**config.mk**
```make
export PLATFORM = sky130hd
export DESIGN_NAME = tz_world_clock
export DESIGN_NICKNAME = d
export VERILOG_FILES = /design/src/rtl/tz_pkg.sv /design/src/rtl/tz_offset_add.sv /design/src/rtl/tz_world_clock.sv
export SDC_FILE = /design/constraint.sdc
export NUM_CORES = 1
export LEC_CHECK = 0
export ABC_AREA = 1
export CAP_MARGIN = 10
export CORE_MARGIN = 3
export CORE_UTILIZATION = 37
export CTS_CLUSTER_DIAMETER = 200
export CTS_CLUSTER_SIZE = 20
export DETAILED_ROUTE_END_ITERATION = 16
export GPL_TIMING_DRIVEN = 0
export PLACE_DENSITY_LB_ADDON = 0.2
export SETUP_SLACK_MARGIN = 0.15
export SYNTH_ARGS = -nofsm -noshare
export SYNTH_HDL_FRONTEND = slang
export SYNTH_HIERARCHICAL = 1
export SYNTH_SLANG_ARGS = --single-unit
export TNS_END_PERCENT = 100
```
**constraint.sdc**
```tcl
create_clock -name clk -period 11.2 [get_ports clk]
set_input_delay 1.12 -clock clk [delete_from_list [all_inputs] [get_ports clk]]
set_output_delay 1.12 -clock clk [all_outputs]
set_load 0.05 [all_outputs]
```
**src/rtl/tz_pkg.sv**
```systemverilog
// Shared constants, types and helpers for the multi-zone world-clock converter.
package tz_pkg;

    localparam int MIN_PER_DAY  = 1440;
    localparam int MIN_PER_HOUR = 60;
    localparam int QTR_MIN      = 15;
    localparam int OFF_MIN      = -48;
    localparam int OFF_MAX      = 56;
    localparam int DST_QTR      = 4;
    localparam int ADD_OFF_W    = 8;

    localparam int DEF_OFF_0 = 4;
    localparam int DEF_OFF_1 = 12;
    localparam int DEF_OFF_2 = 24;
    localparam int DEF_OFF_3 = 36;

    typedef enum logic [1:0] {
        DaySame = 2'b00,
        DayNext = 2'b01,
        DayPrev = 2'b11
    } day_adj_t;

    typedef enum logic [1:0] {
        StIdle,
        StScan,
        StDone
    } state_t;

    function automatic int default_off(input int idx);
        case (idx)
            0:       return DEF_OFF_0;
            1:       return DEF_OFF_1;
            2:       return DEF_OFF_2;
            3:       return DEF_OFF_3;
            default: return 0;
        endcase
    endfunction

    function automatic int sat_off(input int off);
        if (off < OFF_MIN) return OFF_MIN;
        if (off > OFF_MAX) return OFF_MAX;
        return off;
    endfunction

endpackage

```
**src/rtl/tz_offset_add.sv**
```systemverilog
// Combinational local-time + quarter-hour offset adder with 24 h wrap and day carry/borrow.
module tz_offset_add
    import tz_pkg::*;
(
    input  logic        [5:0]           hour_i,
    input  logic        [5:0]           min_i,
    input  logic signed [ADD_OFF_W-1:0] off_i,
    output logic        [5:0]           hour_o,
    output logic        [5:0]           min_o,
    output day_adj_t                    day_o
);

    // 13 bits: 1439 min plus the largest DST-adjusted offset exceeds 12-bit signed range.
    localparam logic signed [12:0] DaySpan = 13'(MIN_PER_DAY);

    logic signed [12:0] t_raw;
    logic signed [12:0] t_wrap;
    logic        [10:0] t_pos;

    always_comb begin
        t_raw = 13'($signed({1'b0, hour_i})) * 13'(MIN_PER_HOUR)
              + 13'($signed({1'b0, min_i}))
              + 13'(off_i) * 13'(QTR_MIN);
        t_wrap = t_raw;
        day_o  = DaySame;
        if (t_raw >= DaySpan) begin
            t_wrap = t_raw - DaySpan;
            day_o  = DayNext;
        end else if (t_raw < 13'sd0) begin
            t_wrap = t_raw + DaySpan;
            day_o  = DayPrev;
        end
        t_pos  = 11'(t_wrap);
        hour_o = 6'(t_pos / 11'(MIN_PER_HOUR));
        min_o  = 6'(t_pos % 11'(MIN_PER_HOUR));
    end

endmodule

```
**src/rtl/tz_world_clock.sv**
```systemverilog
// Multi-zone world clock: scans a writable offset table through one shared adder per tick.
// Optional TZ_DST_EN adds a per-zone dst_mask input adding +1 h to flagged zones.
module tz_world_clock
    import tz_pkg::*;
#(
    parameter int unsigned NUM_ZONES = 4,
    parameter int unsigned OFF_W     = 8
) (
    input  logic                   clk,
    input  logic                   rst,
    input  logic                   tick,
    input  logic [5:0]             hour_in,
    input  logic [5:0]             min_in,
    input  logic [NUM_ZONES-1:0]   zone_sel,
    input  logic                   cfg_we,
    input  logic [3:0]             cfg_idx,
    input  logic [OFF_W-1:0]       cfg_off,
`ifdef TZ_DST_EN
    input  logic [NUM_ZONES-1:0]   dst_mask,
`endif
    output logic [6*NUM_ZONES-1:0] zone_hour,
    output logic [6*NUM_ZONES-1:0] zone_min,
    output logic [2*NUM_ZONES-1:0] zone_day,
    output logic [5:0]             hour_zone,
    output logic [5:0]             min_zone,
    output logic [1:0]             day_zone,
    output logic                   busy,
    output logic                   done,
    output logic                   err
);

    localparam logic [3:0] LastIdx = 4'(NUM_ZONES - 1);

    state_t                   state_q, state_d;
    logic [3:0]               idx_q, idx_d;
    logic                     pend_q, pend_d;
    logic [5:0]               snap_hour_q, snap_hour_d;
    logic [5:0]               snap_min_q, snap_min_d;
`ifdef TZ_DST_EN
    logic [NUM_ZONES-1:0]     snap_dst_q, snap_dst_d;
`endif
    logic [OFF_W-1:0]         tbl_q [NUM_ZONES];
    logic [OFF_W-1:0]         tbl_d [NUM_ZONES];
    logic [6*NUM_ZONES-1:0]   zh_q, zh_d;
    logic [6*NUM_ZONES-1:0]   zm_q, zm_d;
    logic [2*NUM_ZONES-1:0]   zd_q, zd_d;
    logic [5:0]               sel_hour_q, sel_hour_d;
    logic [5:0]               sel_min_q, sel_min_d;
    logic [1:0]               sel_day_q, sel_day_d;
    logic                     err_q, err_d;

    logic                     snap_valid;
    logic                     sel_live;
    logic signed [ADD_OFF_W-1:0] scan_off;
    logic [5:0]               add_hour, add_min;
    day_adj_t                 add_day;
    logic [5:0]               pick_hour, pick_min;
    logic [1:0]               pick_day;
    int                       cfg_sat;

    tz_offset_add u_add (
        .hour_i (snap_hour_q),
        .min_i  (snap_min_q),
        .off_i  (scan_off),
        .hour_o (add_hour),
        .min_o  (add_min),
        .day_o  (add_day)
    );

    assign snap_valid = (snap_hour_q <= 6'd23) && (snap_min_q <= 6'd59);

    always_comb begin
        scan_off = '0;
        for (int i = 0; i < int'(NUM_ZONES); i++) begin
            if (idx_q == 4'(i)) begin
                scan_off = ADD_OFF_W'($signed(tbl_q[i]));
`ifdef TZ_DST_EN
                if (snap_dst_q[i]) scan_off = scan_off + ADD_OFF_W'(DST_QTR);
`endif
            end
        end
    end

    // Lowest set bit wins, so walk from the top down and let lower indices overwrite.
    always_comb begin
        pick_hour = snap_hour_q;
        pick_min  = snap_min_q;
        pick_day  = DaySame;
        for (int i = int'(NUM_ZONES) - 1; i >= 0; i--) begin
            if (zone_sel[i]) begin
                pick_hour = zh_q[6*i +: 6];
                pick_min  = zm_q[6*i +: 6];
                pick_day  = zd_q[2*i +: 2];
            end
        end
    end

    // Selected outputs track zone_sel live during DONE and are frozen when DONE exits.
    assign sel_live  = (state_q == StDone) && snap_valid;
    assign hour_zone = sel_live ? pick_hour : sel_hour_q;
    assign min_zone  = sel_live ? pick_min : sel_min_q;
    assign day_zone  = sel_live ? pick_day : sel_day_q;
    assign done      = (state_q == StDone);
    assign busy      = (state_q != StIdle);
    assign err       = err_q;
    assign zone_hour = zh_q;
    assign zone_min  = zm_q;
    assign zone_day  = zd_q;

    always_comb begin
        state_d     = state_q;
        idx_d       = idx_q;
        pend_d      = pend_q;
        snap_hour_d = snap_hour_q;
        snap_min_d  = snap_min_q;
`ifdef TZ_DST_EN
        snap_dst_d  = snap_dst_q;
`endif
        tbl_d       = tbl_q;
        zh_d        = zh_q;
        zm_d        = zm_q;
        zd_d        = zd_q;
        sel_hour_d  = sel_hour_q;
        sel_min_d   = sel_min_q;
        sel_day_d   = sel_day_q;
        err_d       = err_q;

        cfg_sat = sat_off(int'($signed(cfg_off)));
        for (int i = 0; i < int'(NUM_ZONES); i++) begin
            if (cfg_we && (cfg_idx == 4'(i))) tbl_d[i] = OFF_W'(cfg_sat);
        end

        unique case (state_q)
            StIdle: begin
                if (tick) begin
                    snap_hour_d = hour_in;
                    snap_min_d  = min_in;
`ifdef TZ_DST_EN
                    snap_dst_d  = dst_mask;
`endif
                    idx_d       = 4'd0;
                    state_d     = StScan;
                end
            end
            StScan: begin
                if (tick) pend_d = 1'b1;
                if (snap_valid) begin
                    for (int i = 0; i < int'(NUM_ZONES); i++) begin
                        if (idx_q == 4'(i)) begin
                            zh_d[6*i +: 6] = add_hour;
                            zm_d[6*i +: 6] = add_min;
                            zd_d[2*i +: 2] = add_day;
                        end
                    end
                end
                if (idx_q == LastIdx) begin
                    err_d   = ~snap_valid;
                    state_d = StDone;
                end else begin
                    idx_d = idx_q + 4'd1;
                end
            end
            StDone: begin
                sel_hour_d = hour_zone;
                sel_min_d  = min_zone;
                sel_day_d  = day_zone;
                if (pend_q || tick) begin
                    snap_hour_d = hour_in;
                    snap_min_d  = min_in;
`ifdef TZ_DST_EN
                    snap_dst_d  = dst_mask;
`endif
                    pend_d      = 1'b0;
                    idx_d       = 4'd0;
                    state_d     = StScan;
                end else begin
                    state_d = StIdle;
                end
            end
            default: state_d = StIdle;
        endcase
    end

    always_ff @(posedge clk or posedge rst) begin
        if (rst) begin
            state_q     <= StIdle;
            idx_q       <= 4'd0;
            pend_q      <= 1'b0;
            snap_hour_q <= 6'd0;
            snap_min_q  <= 6'd0;
`ifdef TZ_DST_EN
            snap_dst_q  <= '0;
`endif
            for (int i = 0; i < int'(NUM_ZONES); i++) begin
                tbl_q[i] <= OFF_W'(default_off(i));
            end
            zh_q        <= '0;
            zm_q        <= '0;
            zd_q        <= '0;
            sel_hour_q  <= 6'd0;
            sel_min_q   <= 6'd0;
            sel_day_q   <= 2'd0;
            err_q       <= 1'b0;
        end else begin
            state_q     <= state_d;
            idx_q       <= idx_d;
            pend_q      <= pend_d;
            snap_hour_q <= snap_hour_d;
            snap_min_q  <= snap_min_d;
`ifdef TZ_DST_EN
            snap_dst_q  <= snap_dst_d;
`endif
            tbl_q       <= tbl_d;
            zh_q        <= zh_d;
            zm_q        <= zm_d;
            zd_q        <= zd_d;
            sel_hour_q  <= sel_hour_d;
            sel_min_q   <= sel_min_d;
            sel_day_q   <= sel_day_d;
            err_q       <= err_d;
        end
    end

endmodule

```
Word-level counts from Yosys, hierarchy flattened
Cells that the tools add are included.
- register bits: 122
- bits of input ports: 32
- bitwise gates (word level): 1
- $add $sub $neg: 5
- eq/ne operators: 13
- multiply operators: 2
- reductions and logical operators: 23
- order comparisons: 6
- muxes and demuxes: 47
- divide/modulo/power cells: 2
- operator list (kind ; number):
    2-to-1 mux 6 bit ; 14
    2-to-1 mux 8 bit ; 8
    case mux 6 bit (2 select lines) ; 2
    2-to-1 mux 11 bit ; 2
    2-to-1 mux 2 bit ; 9
    AND reduction 3 bit ; 6
    equality test 4 x 2 -> 1 bit (second input constant) ; 4
    adder 13 bit ; 1
    adder 13 x 7 -> 13 bit ; 1
    greater-or-equal comparator 13 x 12 -> 1 bit (second input constant) ; 1
    less-than comparator 13 x 1 -> 1 bit (second input constant) ; 1
    multiplier 8 x 5 -> 13 bit (second input constant) ; 1
    2-to-1 mux 4 bit ; 3
    case mux 4 bit (3 select lines) ; 1
    adder 11 bit (second input constant) ; 1
    divider 11 x 6 -> 11 bit (second input constant) ; 1
    modulo 11 x 6 -> 11 bit (second input constant) ; 1
    subtractor 11 bit (second input constant) ; 1
    multiplier 6 x 4 -> 10 bit (second input constant) ; 1
    equality test 4 x 1 -> 1 bit (second input constant) ; 2
    > comparator 8 x 7 -> 1 bit (second input constant) ; 1
    zero test 4 bit ; 2
    less-than comparator 8 x 7 -> 1 bit (second input constant) ; 1
    != test 2 bit (second input constant) ; 4
    other kinds (17) ; 30

Depth between registers and ports, before layout
- depth in word-level cells: 11
- gate-level depth with buffers: 58

By module
The synthesis kept the hierarchy.
- modules (own cells, without submodules) (module ; instances ; area an instance (sq um) ; seq. area each (sq um) ; cells each):
    tz_world_clock ; 1 ; 5900.7 ; 3061.7 ; 740
    tz_offset_add ; 1 ; 3011.6 ; 0.0 ; 420

Worst setup path after synthesis
Ideal clock, no wire load.
- path type: reg2reg
- start point: register snap_hour_q[0]
- end point: register zm_q[14] (netlist: zone_min[14])
- slack: 3.347 ns
- arrival time: 7.731 ns
- stages on the path, launching flop included: 47
- library setup time: 0.123 ns
- buffers on the path: 0
- path through: dfrtp_1 -> fa_1 -> fa_1 -> inv_1 -> fa_1 -> fa_1 -> inv_1 -> fa_1 -> fa_1 -> inv_1 -> fa_1 -> inv_1 -> ha_1 -> nand2_1 -> nand2_1 -> a31oi_1 -> or2_1 -> nand2_1 -> [11 not listed] -> o21ai_0 -> nand3_2 -> o21ai_4 -> nand2_2 -> nand4_4 -> nand3_1 -> nand2_2 -> nor2_4 -> nand2_2 -> nand2_4 -> nand2_4 -> nand2_2 -> nor2_2 -> nand3_2 -> nand3_1 -> nand2_1 -> inv_1 -> o21ai_1
- longest elaborated chain between the ends: 7
- elaborated cells between the ends (all ways): 13
- ends and longest elaborated chain (element ; line ; text):
    start, declared ; tz_world_clock.sv:37 ; logic [5:0] snap_hour_q, snap_hour_d;
    start signal, assigned ; tz_world_clock.sv:208 ; snap_hour_q <= snap_hour_d;
    multiplier 6 x 4 -> 10 bit (*) ; tz_offset_add.sv:21 ; t_raw = 13'($signed({1'b0, hour_i})) * 13'(MIN_PER_HOUR)
    adder 13 x 7 -> 13 bit (*) ; tz_offset_add.sv:22 ; + 13'($signed({1'b0, min_i}))
    adder 13 bit (*) ; tz_offset_add.sv:23 ; + 13'(off_i) * 13'(QTR_MIN);
    adder 11 bit / less-than comparator 13 x 1 -> 1 bit (equally long branches) ; tz_offset_add.sv:30, tz_offset_add.sv:29 ;
    2-to-1 mux 11 bit ; tz_offset_add.sv:29 ; end else if (t_raw < 13'sd0) begin
    2-to-1 mux 11 bit (*) ; tz_offset_add.sv:26 ; if (t_raw >= DaySpan) begin
    modulo 11 x 6 -> 11 bit (*) ; tz_offset_add.sv:35 ; min_o = 6'(t_pos % 11'(MIN_PER_HOUR));
    via add_min[2] ; tz_world_clock.sv:55 ; logic [5:0] add_hour, add_min;
    end signal, assigned ; tz_world_clock.sv:215 ; zm_q <= zm_d;
    end, declared ; tz_world_clock.sv:45 ; logic [6*NUM_ZONES-1:0] zm_q, zm_d;
Mark *: on every way through the listed nets, which the timed path passes. The rest lies on a longest branch.
A chain may end at the register's enable or synchronous reset.

Worst setup path in the final report
- start point: register snap_hour_q[0]
- end point: register zm_q[17] (netlist: zone_min[17])
Same word-level chain as after synthesis.

==> results_dict.tcl <==
set metrics [dict create \
    drt-pass1-iter-count 5 \
    syn-num-nets 1276 \
    critical_path_buf_inv_count 7 \
    wl_per_cell_um 14.37 \
    dieWidth_um 161.2 \
    crit_path_start_kind "flip-flop" \
    synth_seq_cells 122 \
    io_buffers 104 \
    cp.depth 46 \
    hp-start "sel_min_q[3]" \
    postCtsSetupBuffers 0 \
    gp_congestion 0.8517 \
    setup_viol 0 \
    fin_crit_ps 8624 \
    yosysSeqAreaShare 0.3435 \
    clockBufferDepth 2 \
    syn_inst 1160 \
    final_layout_size_suffix_gt1_frac 0.1195 \
    fp-row-count 56 \
    clock-skew-final_ps 9.651 \
    crit_path_start "snap_hour_q[0]" \
    hpwlAfterDp_um 18450 \
    critPathMaxStageDelay_ps 540 \
    rsz0062_at_grt "false" \
    initial_core_util 0.3786 \
    worst-setup-path-type "reg -> reg" \
    drtIter0Drc 507 \
    grt_start_max_net_pins 81 \
    routed_wl_um 23220 \
    cts_resized 0 \
    fin_nets 1400 \
    cts_num_sinks 122 \
    synth_edf_count 0 \
    fmax_mhz 116.0 \
    htree_levels 4 \
    relSlewSlack 0.6216 \
    die_height_um 161.2 \
    worst_hold_path.num_cells 2 \
    grt_pass1_wl_um 38140 \
    cts_root_buf "clkbuf_16" \
    drcViolationCount 0 \
    r2r_slack_ps 2580 \
    reg2reg_depth 46 \
    grt_use_total 0.1830 \
    crit_slowest_cell "fa_1" \
    clk_latency_ps 420 \
    ys_warn_count 6 \
    worstPathMaxFanout 7 \
    antenna_found_initial 0 \
    synth.largest_area_cell "dfrtp_1" \
    crit_family "adder cells" \
    hold_violations 0 \
    slew_viol_final 0 \
    antenna_left 0 \
    diodes 0 \
    tns_ps 0 \
    endpoint_kind "flip-flop" \
    synthTopCellsByArea "dfrtp_1 (32%), nand2_1 (15%), fa_1 (7.9%), ha_1 (6.9%), inv_1 (6.4%)" \
    postSynthAreaPerCell_um2 7.683 \
    synth_cell_types 45 \
    period_share 0.7700 \
    rr_startpoint "snap_hour_q[0]" \
    holdBufCountCts 0 \
    viasPerCell 4.810 \
    status "finished clean" \
    cp.arrival_ps 8910 \
    min_path_type "reg -> reg" \
    area_growth_syn_to_layout_pct 23.49 \
    gr-total-overflow 0 \
    ios 105 \
    cts_tree "done" \
    tightestPinTransition_ps 563.2 \
    maxCapViolations 0 \
    clkSlewWorstSetupHoldPaths_ps 60 \
    vias 7773 \
    required_ps 11490 \
    core_um2 23540 \
    postSynth.asyncResetShare 1.000 \
    yosysTopAreaCellShare 0.3229 \
    numCtsBuffers 17 \
    netlist_area_um2 8912 \
    ys.flop_type "dfrtp_1" \
    grt_pass1_vias 7527 \
    fp.dieArea_um2 25990 \
]
placed cells by master, fill, tap and decap left out, types with 8 or more instances in the layout:
master and instances:
o21ai_0 30, nand3_1 111, clkdlybuf4s50_1 104, o21ai_1 41
dfrtp_1 115, clkbuf_1 14, nand2_2 21, nand4_1 14
nand2_1 363, or2_2 19, a21oi_1 33, nor2_1 45
clkbuf_16 17, xnor2_1 8, ha_1 49, inv_1 151
o21ai_2 17, xor2_1 12, fa_1 35, inv_2 9
nand2_4 8
final timing paths:
check / end
setup / recovery: zone_min[17]
hold / removal: sel_min_q[3]
setup reg to reg: zone_min[17]
hold reg to reg: sel_min_q[3]
max in group asynchronous: tbl_q[5]
min in group asynchronous: tbl_q[27]
tightest hold or removal path: cells and delay by family (launching register included):
| family | cells | cell delay (ps) |
|---|---|---|
| flops | 1 | 320 |
| simple gates | 2 | 120 |
sequential cells by signal, summed over array words and instances, names as in the netlist, 2 cells and up:
signal,flops
snap_hour_q,6
zone_min,24
sel_hour_q,6
tbl_q,32
sel_day_q,2
idx_q,4
zone_hour,24
state_q,2
zone_day,8
snap_min_q,6
sel_min_q,6
cell usage after synthesis (17+ instances only):
master   number
o21ai_1      41
dfrtp_1     115
nand3_1     111
o21ai_0      30
or2_2        19
ha_1         49
nand2_1     363
a21oi_1      33
o21ai_2      17
nor2_1       45
nand2_2      21
inv_1       152
fa_1         35
through the flow:
| step | util | instances | hold WS [ps] | setup slack, ps | cell area, um2 |
|---|---|---|---|---|---|
| after floorplan | - | 1160 | 442.1 | 3347 | 8912 |
| after global placement | 0.4397 | 1583 | 456.3 | 2729 | 10350 |
| after detailed placement | 0.4411 | 1584 | 460.1 | 2579 | 10390 |
| after CTS | 0.4675 | 1616 | 475.1 | 2550 | 11010 |
| after global routing | 0.4675 | 1616 | 490.2 | 1877 | 11010 |
| final | 0.4675 | 1616 | 472.0 | 2576 | 11010 |
layout make-up:
cell class | instances | area [um2]
repair buffers | 105 | 1069
plain buffers | 31 | 175.2
inverters | 161 | 609.3
clock inverters | 13 | 167.7
fillers | 2402 | 12540
flip-flops and latches | 122 | 3062
well taps | 319 | 399.1
clock buffers | 19 | 452.9
multi-input cells | 846 | 5071
kinds of logic (layout without fill, tap and decap cells):
family / Yosys count / in the layout / synth area share
AND/OR/NAND/NOR: 609 / 609 / 0.3122
buffers and inverters: 192 / 329 / 0.08746
AO/OA/AOI/OAI: 131 / 131 / 0.08480
flip-flops: 122 / 122 / 0.3435
adder cells (fa/ha/maj): 84 / 84 / 0.1474
XOR/XNOR: 22 / 22 / 0.02457
metal layers:
metal  GRT usage  wire [um]  share of wire
met1      0.2553      10900           0.47
met2      0.2956      10720           0.46
met3     0.04001       1302          0.056
met4     0.03715        305          0.013
met5           0          0              0
Power is not shown: default switching activity piles up to over one toggle a cycle in this logic, so the estimate is an artifact.
